**config.mk**
```make
export PLATFORM = sky130hd
export DESIGN_NAME = dma_loader
export DESIGN_NICKNAME = d
export VERILOG_FILES = /design/src/rtl/neptune_dma_pkg.sv /design/src/rtl/dma_loader.sv
export SDC_FILE = /design/constraint.sdc
export NUM_CORES = 1
export LEC_CHECK = 0
export BUFFER_PORTS_ARGS = -buffer_cell sky130_fd_sc_hd__buf_2
export CORE_ASPECT_RATIO = 1.4
export CORE_MARGIN = 5
export CORE_UTILIZATION = 53
export CTS_CLUSTER_SIZE = 12
export DETAILED_ROUTE_END_ITERATION = 12
export GPL_TIMING_DRIVEN = 0
export PLACE_DENSITY = 0.84
export SKIP_LAST_GASP = 1
export SYNTH_ARGS = -nofsm -noshare
export SYNTH_HDL_FRONTEND = slang
export SYNTH_SLANG_ARGS = --single-unit
```
**constraint.sdc**
```tcl
create_clock -name clk -period 2.79 [get_ports clk]
set_input_delay 0.6975 -clock clk [delete_from_list [all_inputs] [get_ports clk]]
set_output_delay 0.6975 -clock clk [all_outputs]
set_load 0.05 [all_outputs]
```
**src/rtl/neptune_dma_pkg.sv**
```systemverilog
`default_nettype none
// ============================================================================
//  Module   : neptune_dma_pkg
//  Purpose  : Shared definitions for the Neptune I DMA interface.
//             Holds the we_in command codes (the control matrix decodes the
//             same values) and the dma_loader FSM state encoding.
//  Ports    : none (package)
//  Revision : 1.0 - initial release
// ============================================================================
package neptune_dma_pkg;

  // Write-enable command codes driven onto the core we_in pins
  localparam logic [2:0] WE_NONE = 3'b000;
  localparam logic [2:0] WE_RF   = 3'b001;
  localparam logic [2:0] WE_RAM  = 3'b011;
  localparam logic [2:0] WE_PC   = 3'b100;
  localparam logic [2:0] WE_MAR  = 3'b101;

  typedef enum logic [3:0] {
    S_IDLE      = 4'd0,
    S_REQ       = 4'd1,
    S_SET_MAR   = 4'd2,
    S_WAIT_WORD = 4'd3,
    S_WR_RAM    = 4'd4,
    S_INCR      = 4'd5,
    S_SET_PC    = 4'd6,
    S_RELEASE   = 4'd7,
    S_FINISH    = 4'd8
  } state_e;

  // States in which the processor is held in DMA mode and approval must
  // stay asserted.
  function automatic logic in_dma_window(input state_e s);
    return (s == S_SET_MAR) || (s == S_WAIT_WORD) || (s == S_WR_RAM) ||
           (s == S_INCR)    || (s == S_SET_PC);
  endfunction

endpackage
`default_nettype wire

```
**src/rtl/dma_loader.sv**
```systemverilog
`default_nettype none
// ============================================================================
//  Module   : dma_loader
//  Purpose  : DMA initiator for Neptune I. On start it requests DMA mode,
//             sets MAR to the base address, streams words from a valid/ready
//             source into RAM (write + MAR increment per word), writes the
//             entry PC and then releases the core through a reset cycle.
//  Ports    : clk, rst            - clock, synchronous active-high reset
//             start               - load request (sampled in IDLE only)
//             base_addr, entry_pc - first RAM address / final PC value
//             word_count          - number of words to load
//             s_data/s_valid/s_ready - word source handshake
//             dma_appr, dma_req   - DMA approval / request
//             cpu_rst             - core reset (high with dma_req = DMA mode)
//             we_out, mar_incr    - DMA command to the core
//             dma_data            - data/address for the core write bus
//             busy, done, err     - status
//  Revision : 1.0 - initial release
// ============================================================================
module dma_loader
  import neptune_dma_pkg::*;
#(
  parameter int WIDTH        = 16,
  parameter int CNT_WIDTH    = 16,
  parameter int APPR_TIMEOUT = 16
) (
  input  logic                 clk,
  input  logic                 rst,
  input  logic                 start,
  input  logic [WIDTH-1:0]     base_addr,
  input  logic [WIDTH-1:0]     entry_pc,
  input  logic [CNT_WIDTH-1:0] word_count,
  input  logic [WIDTH-1:0]     s_data,
  input  logic                 s_valid,
  output logic                 s_ready,
  input  logic                 dma_appr,
  output logic                 dma_req,
  output logic                 cpu_rst,
  output logic [2:0]           we_out,
  output logic                 mar_incr,
  output logic [WIDTH-1:0]     dma_data,
  output logic                 busy,
  output logic                 done,
  output logic                 err
);

  localparam int                c_tmr_w    = $clog2(APPR_TIMEOUT + 1);
  localparam logic [c_tmr_w-1:0] c_tmr_last = c_tmr_w'(APPR_TIMEOUT - 1);
  localparam logic [c_tmr_w-1:0] c_tmr_one  = c_tmr_w'(1);
  localparam logic [CNT_WIDTH-1:0] c_cnt_one = CNT_WIDTH'(1);

  state_e                 state_q, state_d;
  logic                   gap_q, gap_d;
  logic [c_tmr_w-1:0]     tmr_q, tmr_d;
  logic [CNT_WIDTH-1:0]   rem_q, rem_d;
  logic [WIDTH-1:0]       base_q, base_d;
  logic [WIDTH-1:0]       pc_q, pc_d;
  logic [WIDTH-1:0]       word_q, word_d;
  logic                   err_q, err_d;

  logic                   w_appr_lost;
  logic                   w_cmd_slot;

  // Approval dropped while the core is under our control.
  assign w_appr_lost = in_dma_window(state_q) & ~dma_appr;
  // A command may only be presented in the first half of a command/GAP pair,
  // and never once approval is gone.
  assign w_cmd_slot  = ~gap_q & dma_appr;

  always_ff @(posedge clk) begin
    if (rst) begin
      state_q <= S_IDLE;
      gap_q   <= 1'b0;
      tmr_q   <= '0;
      rem_q   <= '0;
      base_q  <= '0;
      pc_q    <= '0;
      word_q  <= '0;
      err_q   <= 1'b0;
    end else begin
      state_q <= state_d;
      gap_q   <= gap_d;
      tmr_q   <= tmr_d;
      rem_q   <= rem_d;
      base_q  <= base_d;
      pc_q    <= pc_d;
      word_q  <= word_d;
      err_q   <= err_d;
    end
  end

  always_comb begin
    state_d  = state_q;
    gap_d    = gap_q;
    tmr_d    = tmr_q;
    rem_d    = rem_q;
    base_d   = base_q;
    pc_d     = pc_q;
    word_d   = word_q;
    err_d    = err_q;

    s_ready  = 1'b0;
    dma_req  = 1'b0;
    cpu_rst  = 1'b0;
    we_out   = WE_NONE;
    mar_incr = 1'b0;
    dma_data = '0;
    done     = 1'b0;

    if (in_dma_window(state_q) || state_q == S_REQ) begin
      dma_req = 1'b1;
      cpu_rst = 1'b1;
    end

    case (state_q)
      S_IDLE: begin
        if (start) begin
          base_d  = base_addr;
          pc_d    = entry_pc;
          rem_d   = word_count;
          tmr_d   = '0;
          gap_d   = 1'b0;
          err_d   = 1'b0;
          state_d = S_REQ;
        end
      end

      S_REQ: begin
        if (dma_appr) begin
          state_d = S_SET_MAR;
        end else if (tmr_q == c_tmr_last) begin
          err_d   = 1'b1;
          state_d = S_RELEASE;
        end else begin
          tmr_d = tmr_q + c_tmr_one;
        end
      end

      S_SET_MAR: begin
        dma_data = base_q;
        if (w_cmd_slot) we_out = WE_MAR;
        gap_d = ~gap_q;
        if (gap_q) state_d = (rem_q == '0) ? S_SET_PC : S_WAIT_WORD;
      end

      S_WAIT_WORD: begin
        // Gated by approval so a word is never consumed on the abort cycle.
        s_ready = dma_appr;
        if (s_valid && dma_appr) begin
          word_d  = s_data;
          state_d = S_WR_RAM;
        end
      end

      S_WR_RAM: begin
        dma_data = word_q;
        if (w_cmd_slot) we_out = WE_RAM;
        gap_d = ~gap_q;
        if (gap_q) state_d = S_INCR;
      end

      S_INCR: begin
        if (w_cmd_slot) begin
          mar_incr = 1'b1;
          rem_d    = rem_q - c_cnt_one;
        end
        gap_d = ~gap_q;
        // rem_q already holds the decremented count during the GAP cycle.
        if (gap_q) state_d = (rem_q != '0) ? S_WAIT_WORD : S_SET_PC;
      end

      S_SET_PC: begin
        dma_data = pc_q;
        if (w_cmd_slot) we_out = WE_PC;
        gap_d = ~gap_q;
        if (gap_q) state_d = S_RELEASE;
      end

      S_RELEASE: begin
        // dma_req low with cpu_rst high: the core runs its reset branch.
        cpu_rst = 1'b1;
        state_d = S_FINISH;
      end

      S_FINISH: begin
        done    = 1'b1;
        state_d = S_IDLE;
      end

      default: begin
        state_d = S_IDLE;
      end
    endcase

    if (w_appr_lost) begin
      err_d   = 1'b1;
      gap_d   = 1'b0;
      state_d = S_RELEASE;
    end
  end

  assign busy = (state_q != S_IDLE);
  assign err  = err_q;

endmodule
`default_nettype wire

```
# Word-level counts from Yosys, hierarchy flattened
# Index checks and enable logic that the tools add are counted.
[word_totals]
reg_bits = 75
input_bits = 69
out_inout_bits = 26
word_cells = 103
[classes]
n_addsub = 2
eq_ne = 28
muxes = 36
n_bitwise = 4
reduce_logical = 24
[ops]
columns = ["op", "count"]
rows = [
  ["$pmux W16 S3", 1],
  ["$mux W16", 2],
  ["$mux W4", 8],
  ["$pmux W16 S2", 1],
  ["$pmux W4 S8", 1],
  ["$ne A3 B3 Y1 const B", 6],
  ["$eq A4 B3 Y1 const B", 4],
  ["$logic_not A16 Y1", 1],
  ["$ne A2 B2 Y1 const B", 8],
  ["$reduce_bool A16 Y1", 1],
  ["$sub A16 B1 Y16 const B", 1],
  ["$mux W3", 5],
  ["$mux W5", 3],
  ["$reduce_and A7 Y1", 2],
  ["$mux W1", 10],
  ["$pmux W5 S2", 1],
  ["$ne A3 B2 Y1 const B", 3],
  ["$pmux W3 S3", 1],
  ["$eq A4 B2 Y1 const B", 2],
  ["$reduce_and A4 Y1", 2],
  ["$reduce_and A2 Y1", 3],
  ["$reduce_bool A2 Y1", 3],
  ["$add A5 B1 Y5 const B", 1],
  ["$eq A5 B4 Y1 const B", 1],
  ["other kinds (16)", 23],
]

# Depth between registers and ports, before layout
# Gate-level depths: netlist (run 1).
[depth]
depth_word = 8
depth_mapped = 7
depth_no_buf = 7

# Worst setup path before layout (run 1)
# OpenSTA, ideal clock, no wires.
[synth_timing]
path_type = "in2out"
startpoint = "input dma_appr"
endpoint = "output we_out[1]"
t_arrival_ns = 2.525
t_required_ns = 2.092
slack_ns = -0.433
path_stages = 3
path_buffers = 1
path_cell_list = "clkbuf_1 > nand2b_1 > nor4_1"
[synth_between]
elab_chain_cells = 3
[synth_lines]
columns = ["item", "line_no", "rtl"]
rows = [
  ["start: declaration", "dma_loader.sv:36", "input logic dma_appr,"],
  ["$and A1 B1 Y1", "dma_loader.sv:68", "assign w_cmd_slot = ~gap_q & dma_appr;"],
  ["$mux W2", "dma_loader.sv:157", "if (w_cmd_slot) we_out = WE_RAM;"],
  ["$pmux W3 S3", "dma_loader.sv:115", "case (state_q)"],
  ["end: declaration", "dma_loader.sv:39", "output logic [2:0] we_out,"],
]
# Every way passes these cells.

# Final worst setup path (run 1)
[layout_timing]
startpoint = "register state_q[0]"
endpoint = "output dma_data[4]"
[layout_between]
elab_chain_cells = 2
elab_cells_between_ends = 4
cone_classes = "3 x eq/ne; 1 x mux"
[layout_lines]
columns = ["item", "line_no", "rtl"]
rows = [
  ["start: declaration", "dma_loader.sv:52", "state_e state_q, state_d;"],
  ["start signal: assignment", "dma_loader.sv:81", "state_q <= state_d;"],
  ["$eq A4 B3 Y1 or $eq A4 B2 Y1 (tied branches)", "dma_loader.sv:115", ""],
  ["$pmux W16 S3 (*)", "dma_loader.sv:115", ""],
  ["end: declaration", "dma_loader.sv:41", "output logic [WIDTH-1:0] dma_data,"],
]
# Mark *: on every way between the ends. The rest lies on a longest branch, timed or not.

==> results of run 1 <==
worst paths after layout:
kind                  to  slack [ns]  cells after the start
min            base_q[1]        0.46                      2
max reg2reg    rem_q[14]        0.50                      6
max          dma_data[4]        0.06                      7
min reg2reg    base_q[1]        0.46                      2
sequential cells by signal (all words and copies together) (netlist names):
signal   count
base_q      16
err          1
gap_q        1
pc_q        16
rem_q       16
state_q      4
tmr_q        5
word_q      16
critical path, stage by stage, from the launching register on:
cell and delay [ns]:
dfxtp_4 0.40, buf_6 0.15, nand2b_4 0.18, nor2_4 0.06
buf_2 0.18, a222oi_1 0.37, inv_1 0.12, buf_4 0.21
logic make-up (layout without fill, tap and decap cells):
logic type,after synthesis,in the layout,synth area share [%]
fa+ha+maj,4,4,1.31
simple gates,215,215,28.0
compound gates,142,142,24.3
mux,1,1,0.295
buf+inv,65,175,6.91
flops,75,75,39.3
power groups by stage:
| stage | logic, W | registers [W] | clock network [W] |
|---|---|---|---|
| CTS | 0.00212 | 0.00144 | 0.000845 |
| finish | 0.00219 | 0.00146 | 0.000845 |
| detailed placement | 0.00201 | 0.00147 | 0 |
| global placement | 0.00198 | 0.00145 | 0 |
| global route | 0.00235 | 0.00148 | 0.000896 |
| floorplan | 0.00151 | 0.00143 | 0 |
placed cells by master (no fill, tap or decap), drive strengths merged, types with 3 or more instances in the layout:
cell,synthesis,routed
nand2,111,111
a21oi,68,68
or4,4,4
o22ai,3,3
or3,6,6
nor4b,3,3
a211oi,6,6
inv,29,29
dfxtp,75,75
nor3,15,15
and3,6,6
nand2b,5,5
nor2b,6,6
a32oi,3,3
o21ai,12,12
a222oi,16,16
nor4,13,13
nor2,20,20
a311oi,4,4
a31oi,7,7
clkbuf,25,36
a21o,4,4
a22oi,5,5
nand3,11,11
ha,4,4
and2,4,4
buf,11,106
stage by stage:
stage | power (W) | worst slack [ns]
finish | 0.00449 | 0.0566
global route | 0.00473 | -0.0589
CTS | 0.00441 | 0.00243
detailed placement | 0.00348 | -0.397
global placement | 0.00343 | -0.381
floorplan | 0.00294 | -0.00191
cell type report:
cell class	instances	area [um2]
fill	616	2250
multi-input combinational	362	2130
sequential	75	1510
timing repair buffer	95	502
buffer	36	180
clock buffer	11	141
tap	95	119
inverter	29	109
clock inverter	4	51.3
layer usage:
metal,up-vias,track usage (%),routed length [um]
met5,-,0,0
met1,1986,31.3,4510
met3,46,4.89,1110
li1,2025,-,-
met4,0,14.0,535
met2,263,45.6,6130
repair_timing:
action,CTS,global route
endpoints found under the setup margin,18,18
pin swaps,3,2
buffers inserted,3,0
gates resized for setup,22,14
==> impl_metrics.toml, run 1 <==
[run_status]
status = "finished clean"

[power]
vdd_drop_max_uv = 542
internal-power_w = 0.00244
power_leakage_nw = 1.95
clkPwrFrac_pct = 18.8
combPwrFrac_pct = 48.7
power_density_nw_per_um2 = 949
power_switching_w = 0.00205
swShare_pct = 45.6
pwr-share-seq_pct = 32.5

[clocking]
cts_made_buffers = 9
root_buffer = "clkbuf_8"
ctsHoldBuffers = 0
cts.sinks = 75
cts_tree = "done"
cts.clk_slew.worst_paths_ns = 0.08
clockBufferDepth = 2
clkLatencyLatePin_ns = 0.36
htree_levels = 3

[synth]
yosys-top-cells-area = "dfxtp_1 39%, nand2_1 11%, a21oi_1 8.9%"
async_flop_share_pct = 0
yosysSeqAreaShare_pct = 39.3
yosys-top-cells-count = "111 x nand2_1, 75 x dfxtp_1, 68 x a21oi_1"
netlist_area_um2 = 3820
synthDistinctLibCells = 54
yosys_warnings = 0
synth_fp_nets = 575
synth_top_cell_area_share_pct = 39.3
syn_inst = 502
synth-edff-count = 0
syn_avg_cell_area_um2 = 7.61
ys_seq_elements = 75
synth_largest_area_cell = "dfxtp_1"
synth_flop_cell = "dfxtp_1"
synth_most_common_cell = "nand2_1"

[finish]
postLayoutCoreUtil_pct = 67.8
nNetsFinal = 681
diodes = 0
area_delta_synth_final_pct = 23.9
fin_cells = 707
layout-drive-gt1-share_pct = 24.0
fin_area_um2 = 4730

[critical_path]
r2r-start = "rem_q[0]"
cp.required_ns = 2.09
cp-startpoint = "state_q[0]"
cp.arrival_ns = 2.04
worst-setup-path-type = "flip-flop to primary output"
worstSetupStartpointType = "flip-flop"
end_kind = "primary output"
crit_fanout = 10

[placed_design]
dp_cells = 689
gp_congestion = 0.966
portBuffers = 92
post_dp_cell_area_um2 = 4420
dp_hpwl_um = 8830

[floorplan]
placementRows = 36
io-pin-count = 95
die_w_um = 81.8
die_h_um = 110
die_area_um2 = 9030
start_util_pct = 54.7
coreArea_um2 = 6980

[timing]
clock-skew-final_ns = 0.0133
finalMaxSlewViolations = 0
finalCritPeriodShare_pct = 98.0
fin_setup_tns_ns = 0
max_slew_margin_pct = 34.4
hold_ws_ns = 0.458
worstMarginPinSlew_ns = 0.981
rsz0062_at_grt = "yes"
hold_viol = 0
min_period_ns = 2.73
report.final.setup_viol = 0
fmax_mhz = 366

[min_path]
hold_path.class = "flip-flop to flip-flop"
min_from = "base_q[1]"

[drt]
drtPass1Iterations = 7
via_count = 4320
drtAntennaViolNets = 0
drt_iter0_markers = 409
avgViaCountPerCell = 6.11
wl_um = 12300
avgRoutedWirePerCell_um = 17.4
post-route-drc-count = 0

[global_route]
grt-ovfl-total = 0
antenna_found_initial = 0
grt_pass1_wl_um = 19400
grt_max_degree = 13
grt_use_total_pct = 27.0
grt_pass1_vias = 4131

[job]
drv_cap = 0
Power figures use the tool's default switching activity.
==> run 2: changes to the inputs <==
--- a/config.mk
+++ b/config.mk
@@ -8,11 +8,12 @@
 export BUFFER_PORTS_ARGS = -buffer_cell sky130_fd_sc_hd__buf_2
 export CORE_ASPECT_RATIO = 1.4
 export CORE_MARGIN = 5
-export CORE_UTILIZATION = 53
+export CORE_UTILIZATION = 55
+export CTS_BUF_LIST = sky130_fd_sc_hd__clkbuf_8
 export CTS_CLUSTER_SIZE = 12
 export DETAILED_ROUTE_END_ITERATION = 12
 export GPL_TIMING_DRIVEN = 0
-export PLACE_DENSITY = 0.84
+export PLACE_DENSITY = 0.87
 export SKIP_LAST_GASP = 1
 export SYNTH_ARGS = -nofsm -noshare
 export SYNTH_HDL_FRONTEND = slang
==> run 2 against run 1 <==
Clock power decreased by 0.5%. Wire length grew 0.50%. Worst hold slack better by 0.0041 ns. Via count rose by 0.30%. Critical path type unchanged. Non-clock buffer count grew 1. Sequential power is essentially flat. Critical path depth is the same. Sequential share of layout area shrank 0.074 points. Final cell count grew 0.14%. Global-route usage increased by 1.3 points. Highest routed layer unchanged.
==> impl_metrics.toml, run 2 (same netlist as run 1, synthesis figures left out) <==
[power]
vdd_drop_max_uv = 528
power_density_nw_per_um2 = 951
power_leakage_nw = 1.95

[clocking]
root_buffer = "clkbuf_8"
cts_made_buffers = 9
cts_tree = "done"
cts.clk_slew.worst_paths_ns = 0.08
htree_levels = 3
clkLatencyLatePin_ns = 0.37
clockBufferDepth = 2
cts.sinks = 75

[global_route]
antenna_found_initial = 0
grt_max_degree = 14
grt_pass1_wl_um = 19100
grt_pass1_vias = 4240
grt_use_total_pct = 28.3
grt-ovfl-total = 0

[finish]
layout-drive-gt1-share_pct = 24.5
nNetsFinal = 682
final_cell_mix = "111 x nand2_1, 89 x buf_2, 73 x dfxtp_1, 68 x a21oi_1, 29 x inv_1"
fin_cells = 708
area_delta_synth_final_pct = 24.3
nFillCells = 586
diodes = 0
fin_area_um2 = 4750
final_common_cell = "nand2_1"

[drt]
via_count = 4333
wl_um = 12300
avgRoutedWirePerCell_um = 17.4
drtAntennaViolNets = 0
drt_iter0_markers = 380
avgViaCountPerCell = 6.12
drtPass1Iterations = 7
post-route-drc-count = 0

[placed_design]
dp_slack_ns = -0.459
post_dp_cell_area_um2 = 4420
dp_cells = 689
portBuffers = 92
dp_hpwl_um = 8740
gp_congestion = 0.977

[timing]
hold_ws_ns = 0.462
max_slew_margin_pct = 33.8
finalCritPeriodShare_pct = 97.7
clock-skew-final_ns = 0.0115
min_period_ns = 2.72
setup_slack_ns = 0.0654
fin_setup_tns_ns = 0
finalMaxSlewViolations = 0
hold_viol = 0
worstMarginPinSlew_ns = 0.980
report.final.setup_viol = 0
fmax_mhz = 367
rsz0062_at_grt = "yes"

[floorplan]
die_h_um = 109
coreArea_um2 = 6890
start_util_pct = 55.5
die_w_um = 80.5
placementRows = 36
die_area_um2 = 8740
io-pin-count = 95

[critical_path]
worst-setup-path-type = "flip-flop to primary output"
crit_fanout = 10
r2r_cells = 6
worstSetupStartpointType = "flip-flop"
end_kind = "primary output"
cp.required_ns = 2.09
cp.arrival_ns = 2.03

[min_path]
hold_path.class = "flip-flop to flip-flop"
hold_depth = 2

[run_status]
status = "finished clean"

[job]
drv_cap = 0
[run 2: path summary, 6_finish.rpt]
| path | endpoint | slack [ns] | start |
|---|---|---|---|
| max | dma_data[6] | 0.07 | state_q[0] |
| min | word_q[7] | 0.46 | word_q[7] |
| max reg2reg | rem_q[6] | 0.47 | rem_q[0] |
| min reg2reg | word_q[7] | 0.46 | word_q[7] |
[run 2: through the flow]
| step | util [%] | power [W] |
|---|---|---|
| finish | 68.9 | 0.00451 |
| global route | 68.9 | 0.00474 |
| CTS | 68.4 | 0.00441 |
| detailed placement | 64.2 | 0.00348 |
| global placement | 64.2 | 0.00343 |
| floorplan | - | 0.00294 |
[run 2: repair_timing]
item	in CTS	in global routing
setup buffers	2	2
setup endpoints to repair	18	19
hold buffers	0	0
cloned	0	0
pin swaps	4	2
resized for setup	29	10
[run 2: routing by layer]
metal | up-vias | wire (um) | GRT usage, %
li1 | 2023 | - | -
met1 | 1973 | 4260 | 30.0
met2 | 283 | 6300 | 49.2
met3 | 54 | 1210 | 5.87
met4 | 0 | 572 | 19.8
met5 | - | 0 | 0
[run 2: report_power, final]
group          internal, W  switching, W
sequential         0.00127      0.000186
combinational     0.000754       0.00146
clock             0.000409      0.000432
[run 2: area by class of cell]
cell class	count	area, um2	share of cell area [%]
inverters	29	109	2.29
repair buffers	96	513	10.8
well taps	95	119	2.50
clock inverters	6	67.6	1.42
flip-flops and latches	75	1510	31.7
plain buffers	36	186	3.93
clock buffers	9	124	2.61
multi-input cells	362	2120	44.7
[run 2: critical path: stages, from the launching register on]
cell and delay [ns]:
dfxtp_4 0.39, buf_6 0.14, nand2b_4 0.18, nor2_4 0.07, clkbuf_4 0.20, a222oi_1 0.41, inv_1 0.08, buf_4 0.20
==> run 3: changes to the inputs <==
--- a/config.mk
+++ b/config.mk
@@ -7,13 +7,13 @@
 export LEC_CHECK = 0
 export BUFFER_PORTS_ARGS = -buffer_cell sky130_fd_sc_hd__buf_2
 export CORE_ASPECT_RATIO = 1.4
-export CORE_MARGIN = 5
-export CORE_UTILIZATION = 55
-export CTS_BUF_LIST = sky130_fd_sc_hd__clkbuf_8
+export CORE_MARGIN = 2
+export CORE_UTILIZATION = 53
+export CTS_BUF_LIST = sky130_fd_sc_hd__clkbuf_8 sky130_fd_sc_hd__clkbuf_16
 export CTS_CLUSTER_SIZE = 12
 export DETAILED_ROUTE_END_ITERATION = 12
 export GPL_TIMING_DRIVEN = 0
-export PLACE_DENSITY = 0.87
+export PLACE_DENSITY = 0.84
 export SKIP_LAST_GASP = 1
 export SYNTH_ARGS = -nofsm -noshare
 export SYNTH_HDL_FRONTEND = slang
==> run 3 against run 2 <==
Setup slack got worse by 0.019 ns. Total power fell by 1.9%. Final cell count is 0.28% higher. Cell area hardly changed. Fmax shrank 0.69%. Worst hold slack worse by 0.0043 ns. Sequential power about the same. Clock-buffer cell count is 2 higher. First-iteration DRC count down 0.53%. Clock skew is 0.0012 ns lower. Non-clock buffer count grew 1. Global-route usage is 3.1 points higher.
==> impl_metrics.toml, run 3 (same netlist as run 1, synthesis figures left out) <==
[drt]
drtAntennaViolNets = 0
avgRoutedWirePerCell_um = 17.1
wl_um = 12100
avgViaCountPerCell = 6.08
drt_iter0_markers = 378
via_count = 4314
drtPass1Iterations = 7
post-route-drc-count = 0

[finish]
final_common_cell = "nand2_1"
multi_input_area_um2 = 2130
final_cell_mix = "111 x nand2_1, 90 x buf_2, 73 x dfxtp_1, 68 x a21oi_1, 31 x inv_1"
layout-drive-gt1-share_pct = 24.4
diodes = 0
nNetsFinal = 683
fin_area_um2 = 4750
seq_area_um2 = 1500
area_delta_synth_final_pct = 24.2
nFillCells = 581

[placed_design]
portBuffers = 92
dp_hpwl_um = 8730
gp_congestion = 0.971
post_dp_cell_area_um2 = 4420

[clocking]
htree_levels = 3
clkLatencyLatePin_ns = 0.36
cts_tree = "done"
root_buffer = "clkbuf_8"
ctsHoldBuffers = 0
cts.clk_slew.worst_paths_ns = 0.08
cts.sinks = 75
cts_made_buffers = 9
clockBufferDepth = 2

[global_route]
grt-ovfl-total = 0
grt_max_degree = 13
grt_use_total_pct = 31.3
antenna_found_initial = 0
grt_pass1_vias = 4039
grt_pass1_wl_um = 19000

[floorplan]
die_h_um = 104
placementRows = 36
coreArea_um2 = 6980
die_area_um2 = 7920
die_w_um = 75.8
start_util_pct = 54.7
io-pin-count = 95

[run_status]
status = "finished clean"

[power]
swShare_pct = 46.1
power_leakage_nw = 1.97
vdd_drop_max_uv = 553
pwr-share-seq_pct = 33.0
internal-power_w = 0.00239
power_switching_w = 0.00204
clkPwrFrac_pct = 17.3
power_density_nw_per_um2 = 933
combPwrFrac_pct = 49.6
power.total_w = 0.00443

[critical_path]
cp.required_ns = 2.09
worst-setup-path-type = "flip-flop to primary output"
r2r_slack_ns = 0.46
crit_fanout = 10
cp.arrival_ns = 2.05
end_kind = "primary output"
worstSetupStartpointType = "flip-flop"

[min_path]
hold_path.class = "flip-flop to flip-flop"

[timing]
report.final.setup_viol = 0
fin_setup_tns_ns = 0
finalCritPeriodShare_pct = 98.3
worstMarginPinSlew_ns = 0.983
rsz0062_at_grt = "yes"
max_slew_margin_pct = 34.3
fmax_mhz = 364
hold_viol = 0
min_period_ns = 2.74
clock-skew-final_ns = 0.0102
finalMaxSlewViolations = 0

[job]
drv_cap = 0
run 3: stage by stage:
stage               std cells  setup slack, ns  util [%]  hold WS, ns
finish                    710           0.0464      68.0        0.458
global route              710          -0.0508      68.0        0.474
CTS                       707          -0.0143      67.3        0.459
detailed placement        689           -0.467      63.3        0.449
global placement          689           -0.365      63.3        0.441
floorplan                 502         -0.00191         -        0.436
run 3: worst max-delay path: stages (launching register included):
cell,delay (ns)
dfxtp_2,0.41
buf_6,0.16
nand2b_4,0.18
nor2_4,0.07
clkbuf_4,0.19
a222oi_1,0.36
inv_1,0.08
clkbuf_4,0.22
run 3: cell type report:
cell class / count / share of cell area, %
buffer: 36 / 4.03
clock buffer: 11 / 3.19
inverter: 29 / 2.29
multi-input combinational: 362 / 44.8
sequential: 75 / 31.7
clock inverter: 5 / 0.633
tap: 95 / 2.50
timing repair buffer: 97 / 10.9
run 3: worst paths after layout:
kind                                    end  cells past startpoint        from
worst min register to register    base_q[2]                      2   base_q[2]
worst max register to register    rem_q[10]                      6    rem_q[0]
worst min-delay path              base_q[2]                      2   base_q[2]
worst max-delay path            dma_data[8]                      7  state_q[0]
run 3: power groups by stage:
stage	logic, W	clock network (W)	registers (W)
after floorplan	0.00151	0	0.00143
after global placement	0.00199	0	0.00146
after detailed placement	0.00202	0	0.00147
after CTS	0.00212	0.000776	0.00145
after global routing	0.00237	0.000821	0.00148
final	0.00220	0.000768	0.00146
run 3: routing by layer:
layer | global-route usage [%] | part of all wire, % | vias up
met5 | 0 | 0 | -
met4 | 17.5 | 4.9 | 0
met3 | 5.23 | 7.0 | 49
met1 | 36.6 | 37 | 1991
met2 | 52.0 | 51 | 244
li1 | - | - | 2030
run 3: what timing repair did:
item	CTS	global route
pin swaps	2	3
endpoints found under the setup margin	18	19
cloned	0	0
gates resized for setup	26	13
buffers inserted	2	3
hold endpoints to repair	0	0
